===== src/rtl/pipe_stage_reg.sv =====
// pipe_stage_reg: one pipeline stage register with valid/ready handshake,
// a two-entry skid store (main + skid), hazard stall and branch/exception
// flush. in_ready depends only on registered state, so no combinational path
// runs from out_ready or stall back to the upstream stage.
// Optional feature: define PIPE_STAGE_STAT_EN to enable the saturating
// stall-cycle counter on stall_cnt. Otherwise stall_cnt is tied to zero.
module pipe_stage_reg #(
    parameter int                DATA_W   = 64,
    parameter int                CTRL_W   = 16,
    parameter logic [CTRL_W-1:0] NOP_CTRL = '0
) (
    input  logic              clk,
    input  logic              rst,
    input  logic              in_valid,
    output logic              in_ready,
    input  logic [DATA_W-1:0] in_data,
    input  logic [CTRL_W-1:0] in_ctrl,
    input  logic              stall,
    input  logic              flush,
    output logic              out_valid,
    input  logic              out_ready,
    output logic [DATA_W-1:0] out_data,
    output logic [CTRL_W-1:0] out_ctrl,
    output logic [15:0]       stall_cnt
);

    typedef enum logic [1:0] {
        EMPTY = 2'd0,
        FULL  = 2'd1,
        SKID  = 2'd2
    } state_t;

    state_t              state_reg;
    state_t              state_next;
    logic [DATA_W-1:0]   main_data_reg;
    logic [CTRL_W-1:0]   main_ctrl_reg;
    logic [DATA_W-1:0]   skid_data_reg;
    logic [CTRL_W-1:0]   skid_ctrl_reg;

    logic                main_valid;
    logic                in_fire;
    logic                out_fire;
    logic                load_main_in;
    logic                load_main_skid;
    logic                load_skid;

    assign main_valid = (state_reg != EMPTY);
    assign in_ready   = (state_reg != SKID);
    assign in_fire    = in_valid & in_ready;
    assign out_fire   = main_valid & out_ready & ~stall;

    // A held stage shows a bubble; payload stays put so only ctrl is muxed.
    assign out_valid  = main_valid & ~stall;
    assign out_data   = main_data_reg;
    assign out_ctrl   = out_valid ? main_ctrl_reg : NOP_CTRL;

    // Next-state and load-enable decode; flush overrides every handshake event.
    always_comb begin
        state_next     = state_reg;
        load_main_in   = 1'b0;
        load_main_skid = 1'b0;
        load_skid      = 1'b0;
        case (state_reg)
            EMPTY: begin
                if (in_fire) begin
                    state_next   = FULL;
                    load_main_in = 1'b1;
                end
            end
            FULL: begin
                if (in_fire && out_fire) begin
                    load_main_in = 1'b1;
                end else if (in_fire) begin
                    state_next = SKID;
                    load_skid  = 1'b1;
                end else if (out_fire) begin
                    state_next = EMPTY;
                end
            end
            SKID: begin
                if (out_fire) begin
                    state_next     = FULL;
                    load_main_skid = 1'b1;
                end
            end
            default: begin
                state_next = EMPTY;
            end
        endcase
        if (flush) begin
            state_next     = EMPTY;
            load_main_in   = 1'b0;
            load_main_skid = 1'b0;
            load_skid      = 1'b0;
        end
    end

    // State and payload registers; reset clears everything, including payload.
    always_ff @(posedge clk) begin
        if (rst) begin
            state_reg     <= EMPTY;
            main_data_reg <= '0;
            main_ctrl_reg <= NOP_CTRL;
            skid_data_reg <= '0;
            skid_ctrl_reg <= NOP_CTRL;
        end else begin
            state_reg <= state_next;
            if (load_main_in) begin
                main_data_reg <= in_data;
                main_ctrl_reg <= in_ctrl;
            end else if (load_main_skid) begin
                main_data_reg <= skid_data_reg;
                main_ctrl_reg <= skid_ctrl_reg;
            end
            if (load_skid) begin
                skid_data_reg <= in_data;
                skid_ctrl_reg <= in_ctrl;
            end
        end
    end

`ifdef PIPE_STAGE_STAT_EN
    logic [15:0] stall_cnt_reg;

    // Count cycles where a held beat could not leave; saturate instead of wrapping.
    always_ff @(posedge clk) begin
        if (rst) begin
            stall_cnt_reg <= 16'h0000;
        end else if (main_valid && (stall || !out_ready) && (stall_cnt_reg != 16'hFFFF)) begin
            stall_cnt_reg <= stall_cnt_reg + 16'h0001;
        end
    end

    assign stall_cnt = stall_cnt_reg;
`else
    assign stall_cnt = 16'h0000;
`endif

endmodule


===== config.mk =====
export PLATFORM = sky130hd
export DESIGN_NAME = pipe_stage_reg
export DESIGN_NICKNAME = d
export VERILOG_FILES = /design/src/rtl/pipe_stage_reg.sv
export SDC_FILE = /design/constraint.sdc
export NUM_CORES = 1
export LEC_CHECK = 0
export CAP_MARGIN = 40
export CORE_MARGIN = 4
export CORE_UTILIZATION = 45
export CTS_BUF_LIST = sky130_fd_sc_hd__clkbuf_8
export DETAILED_ROUTE_END_ITERATION = 7
export GPL_ROUTABILITY_DRIVEN = 0
export PLACE_DENSITY = 0.78
export REMOVE_ABC_BUFFERS = 1
export SLEW_MARGIN = 20
export SYNTH_ARGS = -nofsm -noshare
export SYNTH_HDL_FRONTEND = slang
export SYNTH_SLANG_ARGS = --single-unit

===== constraint.sdc =====
create_clock -name clk -period 1.46 [get_ports clk]
set_input_delay 0.146 -clock clk [delete_from_list [all_inputs] [get_ports clk]]
set_output_delay 0.146 -clock clk [all_outputs]
set_load 0.02 [all_outputs]

==> results of run 1 <==
## cells by family (layout without fill, tap and decap cells)
family	Yosys count	after routing
buffers and inverters	88	298
other	1	16
AO/OA/AOI/OAI	164	164
AND/OR/NAND/NOR	431	431
flip-flops	162	162
## worst max path at each step
stage                                           to  cells past startpoint                      start  slack [ps]
finish               main_ctrl_reg[7]$_SDFFE_PP0P_                      7  state_reg[1]$_SDFFE_PP0P_        -280
CTS                                   out_ctrl[15]                      6  state_reg[1]$_SDFFE_PP0P_        -220
detailed placement   main_ctrl_reg[6]$_SDFFE_PP0P_                      8                      stall        -400
global route         main_ctrl_reg[7]$_SDFFE_PP0P_                      7  state_reg[1]$_SDFFE_PP0P_        -340
floorplan           main_ctrl_reg[10]$_SDFFE_PP0P_                      3  state_reg[0]$_SDFFE_PP0P_       -1520
global placement     skid_ctrl_reg[7]$_SDFFE_PP0P_                      6                   in_valid        -340
## layer usage
metal | GRT usage [%] | part of all wire, %
met1 | 31.53 | 40
met2 | 39.32 | 49
met3 | 5.649 | 8.2
met4 | 6.968 | 2.4
met5 | 0 | 0
## where the power goes
| group | internal, mW | leakage [nW] | switching (mW) |
|---|---|---|---|
| clock network | 1.58 | 0.205 | 1.68 |
| logic | 0.795 | 2.57 | 0.856 |
| registers | 4.60 | 1.32 | 0.114 |
## area by class of cell
| type | instances | area (um^2) | share of cell area (%) |
|---|---|---|---|
| flip-flops and latches | 162 | 3251 | 30.16 |
| clock buffers | 19 | 261.5 | 2.426 |
| multi-input cells | 611 | 3691 | 34.24 |
| inverters | 1 | 6.256 | 0.05804 |
| repair buffers | 265 | 3219 | 29.87 |
| clock inverters | 13 | 120.1 | 1.114 |
| well taps | 184 | 230.2 | 2.136 |
## metrics by stage
| stage | power (mW) | setup slack [ps] | instance area [um^2] |
|---|---|---|---|
| after global routing | 9.970 | -343.2 | 10780 |
| after global placement | 6.127 | -338.3 | 8703 |
| after floorplan | 5.322 | -1524 | 6242 |
| final | 9.623 | -280.7 | 10780 |
| after detailed placement | 6.150 | -399.7 | 8703 |
| after CTS | 9.419 | -215.9 | 9923 |
## layout by cell type, fill, tap and decap left out, types with 2 or more instances in the layout
cell	n
nand2_1	276
dfxtp_1	160
clkdlybuf4s50_1	84
a21oi_1	68
dlygate4sd2_1	64
a311oi_2	60
nor2_2	45
nand2_2	45
buf_6	39
nor2_1	32
buf_4	25
buf_12	24
a311oi_1	20
clkbuf_8	19
and2_4	16
conb_1	16
clkbuf_16	13
a21oi_2	12
buf_16	11
nor2_4	6
clkinv_2	5
inv_1	3
buf_8	3
a2111oi_0	2
clkinvlp_4	2
bufinv_16	2
dfxtp_4	2
## critical path: stages, from the launching register on
cell	delay [ps]
dfxtp_4	380
buf_4	120
nand4bb_4	160
nor2_8	240
buf_12	150
buf_16	120
nand2_1	60
a311oi_1	390
## timing repair
item	in CTS	in global routing
cloned	13	14
resized for setup	283	126
setup buffers	14	16
pin swaps	14	37
endpoints found under the setup margin	242	177
==> metrics.txt, run 1 <==
status finished, violations left; failing checks negative setup slack; Area Overhead vs Synth 60.10%; total grt overflow 0; final std cells w/o fill between 1000 and 1500; drt pass-1 iters 5; vias around 7000; Iter 0 DRT Violations slightly below 600; Mapped Cells roughly 850; mux contribution to synthesized area 0%; Hold Violations, Final 0; first-pass GRT wire length roughly 32 mm; CP max FO 8; post-synthesis adder-cell area fraction 0%; Die Y between 100 and 150 um; Synth cell types 25; initial antenna violation count 0; CTS H-tree depth 4; Max-Cap Viols 0; reg2reg path depth 7; most common cell in the netlist nand2_1; number of global-route vias before repair ~6400; hold slack approximately 82 ps; Post-synth EDFFs 0; Initial Util 46.15%; CP Capture Type flip-flop; Leak roughly 4.1 nW; Worst EP arrival 2080 ps; Avg WL per Cell roughly 19 um; CTS tree yes; vias per inst between 5 and 6; setup TNS -26510 ps; fill count 1017; n_diodes 0; peak supply drop 635.7 uV; largest net degree at the start of global routing 51; r2r endpoint main_ctrl_reg[7]$_SDFFE_PP0P_; Setup Crit Path Kind reg2reg; Setup crit start kind flip-flop; share of the synthesized area in the top cell type 48.17%; Yosys reg bits about 160; Die Width 130.3 um; Tot GR Track Use 23.96%; final period utilization 119.2%; clk slew on worst S/H paths about 90 ps; clock buffer depth 2; Syn Area/Cell 7.958 um^2; Async S/R FF share, synth 0%; top cell type by total area after synthesis dfxtp_1; drt drc 0; # IOs ~180; utilization after layout 73.89%; Hold EP skid_data_reg[20]$_SDFFE_PP0P_; RSZ-0062 raised after global routing yes; placed cell count 1168; post-synthesis sequential area ratio 48.17%; Std-Cell Core Area about 15000 um^2; Slew Viols, Final 0; # rows 44; Post-DRT Antenna Nets 0; Power Density 892.7 nW/um^2; reg2reg setup slack -280 ps; nets@finish 1144; Port Buf Inserts 167; Worst R2R Start state_reg[1]$_SDFFE_PP0P_; post-DP HPWL 11.80 mm; Worst Skew 13.11 ps; Synth Area in Compound Gates 17.91%; clock sinks 162; Skew-Pair Late Insertion Delay 470 ps; total wire length 23.96 mm; Final Setup Violations 178; critical path required time 1800 ps; Hold Crit Class in2reg; post-layout min period approximately 1700 ps; top_reg_cell synth dfxtp_1; largest family of logic cells by synthesized area simple AND/OR/NAND/NOR gates; hold path depth 2; clock root cell clkbuf_8; most frequent cells after synthesis nand2_1, dfxtp_1, nor2_1, a21oi_1, a311oi_1; die area 16980 um^2; PnR worst setup slack -280.7 ps; f_max ~570 MHz; share of layout cells above drive strength 1 31.84%; CTS Buf Count 17; post-synthesis xor/xnor area fraction 0%; hold_buf cts 0; Netlist Area Pre-Place roughly 6700 um^2; Synth Warn # 0; top cells by area, synth dfxtp_1, nand2_1, a311oi_1, a21oi_1, nor2_1; hold path start rst; Synth Area in Simple Gates 25.68%
Power figures use the tool's default switching activity.
==> inputs of run 2 (changes only) <==
--- a/config.mk
+++ b/config.mk
@@ -8,9 +8,9 @@
 export CAP_MARGIN = 40
 export CORE_MARGIN = 4
-export CORE_UTILIZATION = 45
+export CORE_UTILIZATION = 54
 export CTS_BUF_LIST = sky130_fd_sc_hd__clkbuf_8
 export DETAILED_ROUTE_END_ITERATION = 7
 export GPL_ROUTABILITY_DRIVEN = 0
-export PLACE_DENSITY = 0.78
+export PLACE_DENSITY = 0.88
 export REMOVE_ABC_BUFFERS = 1
 export SLEW_MARGIN = 20
==> constraint.sdc (replaced) <==
create_clock -name clk -period 2.1 [get_ports clk]
set_input_delay 0.42 -clock clk [delete_from_list [all_inputs] [get_ports clk]]
set_output_delay 0.42 -clock clk [all_outputs]
set_load 0.02 [all_outputs]
==> metrics.txt, run 2 (same netlist as run 1, synthesis figures left out) <==
Die Width 119.7 um (was 130.3 um); total wire length 17.01 mm (was 23.96 mm); leading cell type in the layout, fill and taps excluded nand2_1 (unchanged); # rows 40 (was 44); fill count 940 (was 1017); CTS Buf Count 17 (unchanged); vias per inst 5.355 (was 5.645); Post-DRT Antenna Nets 0 (unchanged); hold path start skid_data_reg[36]$_SDFFE_PP0P_ (was rst); drt pass-1 iters 5 (unchanged); Power Density 703.4 nW/um^2 (was 892.7 nW/um^2); Die Y 119.7 um (was 130.3 um); initial antenna violation count 0 (unchanged); Rel. slew slack 60.39%; clock root cell clkbuf_8 (unchanged); Leak 3.076 nW (was 4.093 nW); post-layout min period 1957 ps; Worst Skew 9.249 ps (was 13.11 ps); final std cells w/o fill 1166 (was 1255); Std-Cell Core Area 12110 um^2 (was 14590 um^2); Worst R2R Start state_reg[1]$_SDFFE_PP0P_ (unchanged); hold_buf cts 0 (unchanged); number of global-route vias before repair 5948 (was 6354); RSZ-0062 raised after global routing no (was yes); r2r endpoint skid_data_reg[25]$_SDFFE_PP0P_ (was main_ctrl_reg[7]$_SDFFE_PP0P_); crit path from stall (was state_reg[1]$_SDFFE_PP0P_); CTS tree yes (unchanged); Area Overhead vs Synth 30.57% (was 60.10%); clk slew on worst S/H paths 70 ps (was 90 ps); # IOs 184 (unchanged); Iter 0 DRT Violations 544 (was 577); total grt overflow 0 (unchanged); n_diodes 0 (unchanged); Setup Crit Path Kind in2out (was reg2reg); critical path required time 1680 ps (was 1800 ps); die area 14320 um^2 (was 16980 um^2); CP Capture Type output port (was flip-flop); Net Sw Power 1.622 mW (was 2.650 mW); Seq pwr share 52.9% (was 49.0%); Tot GR Track Use 23.75% (was 23.96%); peak supply drop 550.9 uV (was 635.7 uV); Slew Viols, Final 0 (unchanged); final period utilization roughly 93%; first-pass GRT wire length 27.98 mm (was 32.38 mm); Avg WL per Cell 14.59 um (was 19.09 um); total area of sequential cells 3243 um^2 (was 3251 um^2); Final Setup Violations 0 (was 178); most frequent cells in the layout nand2_1, dfxtp_1, clkdlybuf4s50_1 (unchanged); share of layout cells above drive strength 1 8.918% (was 31.84%); CP max FO 2 (was 8); Hold Crit Class reg2reg (was in2reg); Sw Share 26.23% (was 27.54%); Hold Violations, Final 0 (unchanged); Total Power 6.184 mW (was 9.623 mW); Skew-Pair Late Insertion Delay 460 ps (was 470 ps); multi-input logic area 3009 um^2 (was 3691 um^2); reg2reg path depth 6 (was 7); Max-Cap Viols 0 (unchanged); Worst EP arrival 1540 ps (was 2080 ps); nets@finish 1072 (was 1144); Internal Power 4.562 mW (was 6.973 mW); Port Buf Inserts 167 (unchanged); drt drc 0 (unchanged); part of the power in the clock network 32.7% (was 33.9%); reg2reg setup slack 390 ps (was -280 ps); post-DP HPWL 11.13 mm (was 11.80 mm); clock sinks 162 (unchanged); vias 6244 (was 7085); status finished clean (was finished, violations left); clock buffer depth 2 (unchanged); largest net degree at the start of global routing 59 (was 51); Gate power share 14.4% (was 17.2%); CP Capture Point out_ctrl[10] (was main_ctrl_reg[7]$_SDFFE_PP0P_); CTS H-tree depth 4 (unchanged); Setup crit start kind primary input (was flip-flop); placed cell count 1135 (was 1168); Worst Tran Pin Value 594.1 ps; Initial Util 55.59% (was 46.15%); f_max approximately 510 MHz
run 2: cell types whose count changed in the layout (fill, tap and decap cells not counted), moves of 45 or more:
cell and change:
a311oi_1 +50, nand2_1 +46, nor2_1 +51, nor2_2 -45, a311oi_2 -50, clkdlybuf4s50_1 +64
nand2_2 -45, dlygate4sd2_1 -62
run 2: worst min path at each step:
stage                     cells after the start  slack (ps)                              to
after detailed placement                      2         450  skid_ctrl_reg[12]$_SDFFE_PP0P_
after global placement                        2         440   skid_data_reg[1]$_SDFFE_PP0P_
after CTS                                     2         440  skid_data_reg[32]$_SDFFE_PP0P_
after floorplan                               2         430   skid_ctrl_reg[0]$_SDFFE_PP0P_
final                                         2         450  skid_data_reg[36]$_SDFFE_PP0P_
after global routing                          2         470   skid_data_reg[3]$_SDFFE_PP0P_
run 2: per-layer routing:
metal  up-vias  track usage [%]  share of wire [%]
li1       3075                -                  -
met5         -                0                  0
met3        31            5.655                6.5
met2       223            39.37                 48
met1      2915            29.74                 44
met4         0            9.878                2.2
run 2: critical path: stages:
cell and delay, ps:
clkdlybuf4s50_1 420, nor2_1 160, buf_4 130, and2_1 110, clkdlybuf4s15_1 290
run 2: power groups by stage:
stage	logic (mW)	clock network [mW]	registers (mW)
2_1_floorplan	0.263	0	3.44
3_3_place_gp	0.877	0	3.34
3_5_place_dp	0.894	0	3.34
4_1_cts	0.896	2.06	3.27
5_1_grt	0.963	2.18	3.29
6_report	0.893	2.02	3.27
run 2: final cells by class:
cell class                      instances  share of cell area [%]
Tap cell                              168                   2.391
Clock buffer                           21                   3.288
Multi-Input combinational cell        611                   34.23
Sequential cell                       162                   36.89
Timing Repair Buffer                  193                   22.46
Clock inverter                         10                  0.6974
Inverter                                1                 0.04270
run 2: timing repair:
action / 4_1_cts / 5_1_grt
setup endpoints to repair: 18 / 16
buffers inserted: 0 / 0
resized for setup: 18 / 31
run 2: stage by stage:
| stage | setup slack, ps | setup TNS [ps] | utilization, % | hold WS [ps] | instance area [um^2] |
|---|---|---|---|---|---|
| 2_1_floorplan | -948.3 | -109120 | - | 430.5 | 6242 |
| 3_3_place_gp | -231.1 | -5346 | 70.33 | 441.5 | 8518 |
| 3_5_place_dp | -256.7 | -8095 | 70.33 | 446.5 | 8518 |
| 4_1_cts | 8.302 | 0 | 73.04 | 441.5 | 8846 |
| 5_1_grt | 5.387 | 0 | 72.58 | 468.9 | 8791 |
| 6_report | 143.4 | 0 | 72.58 | 453.8 | 8791 |
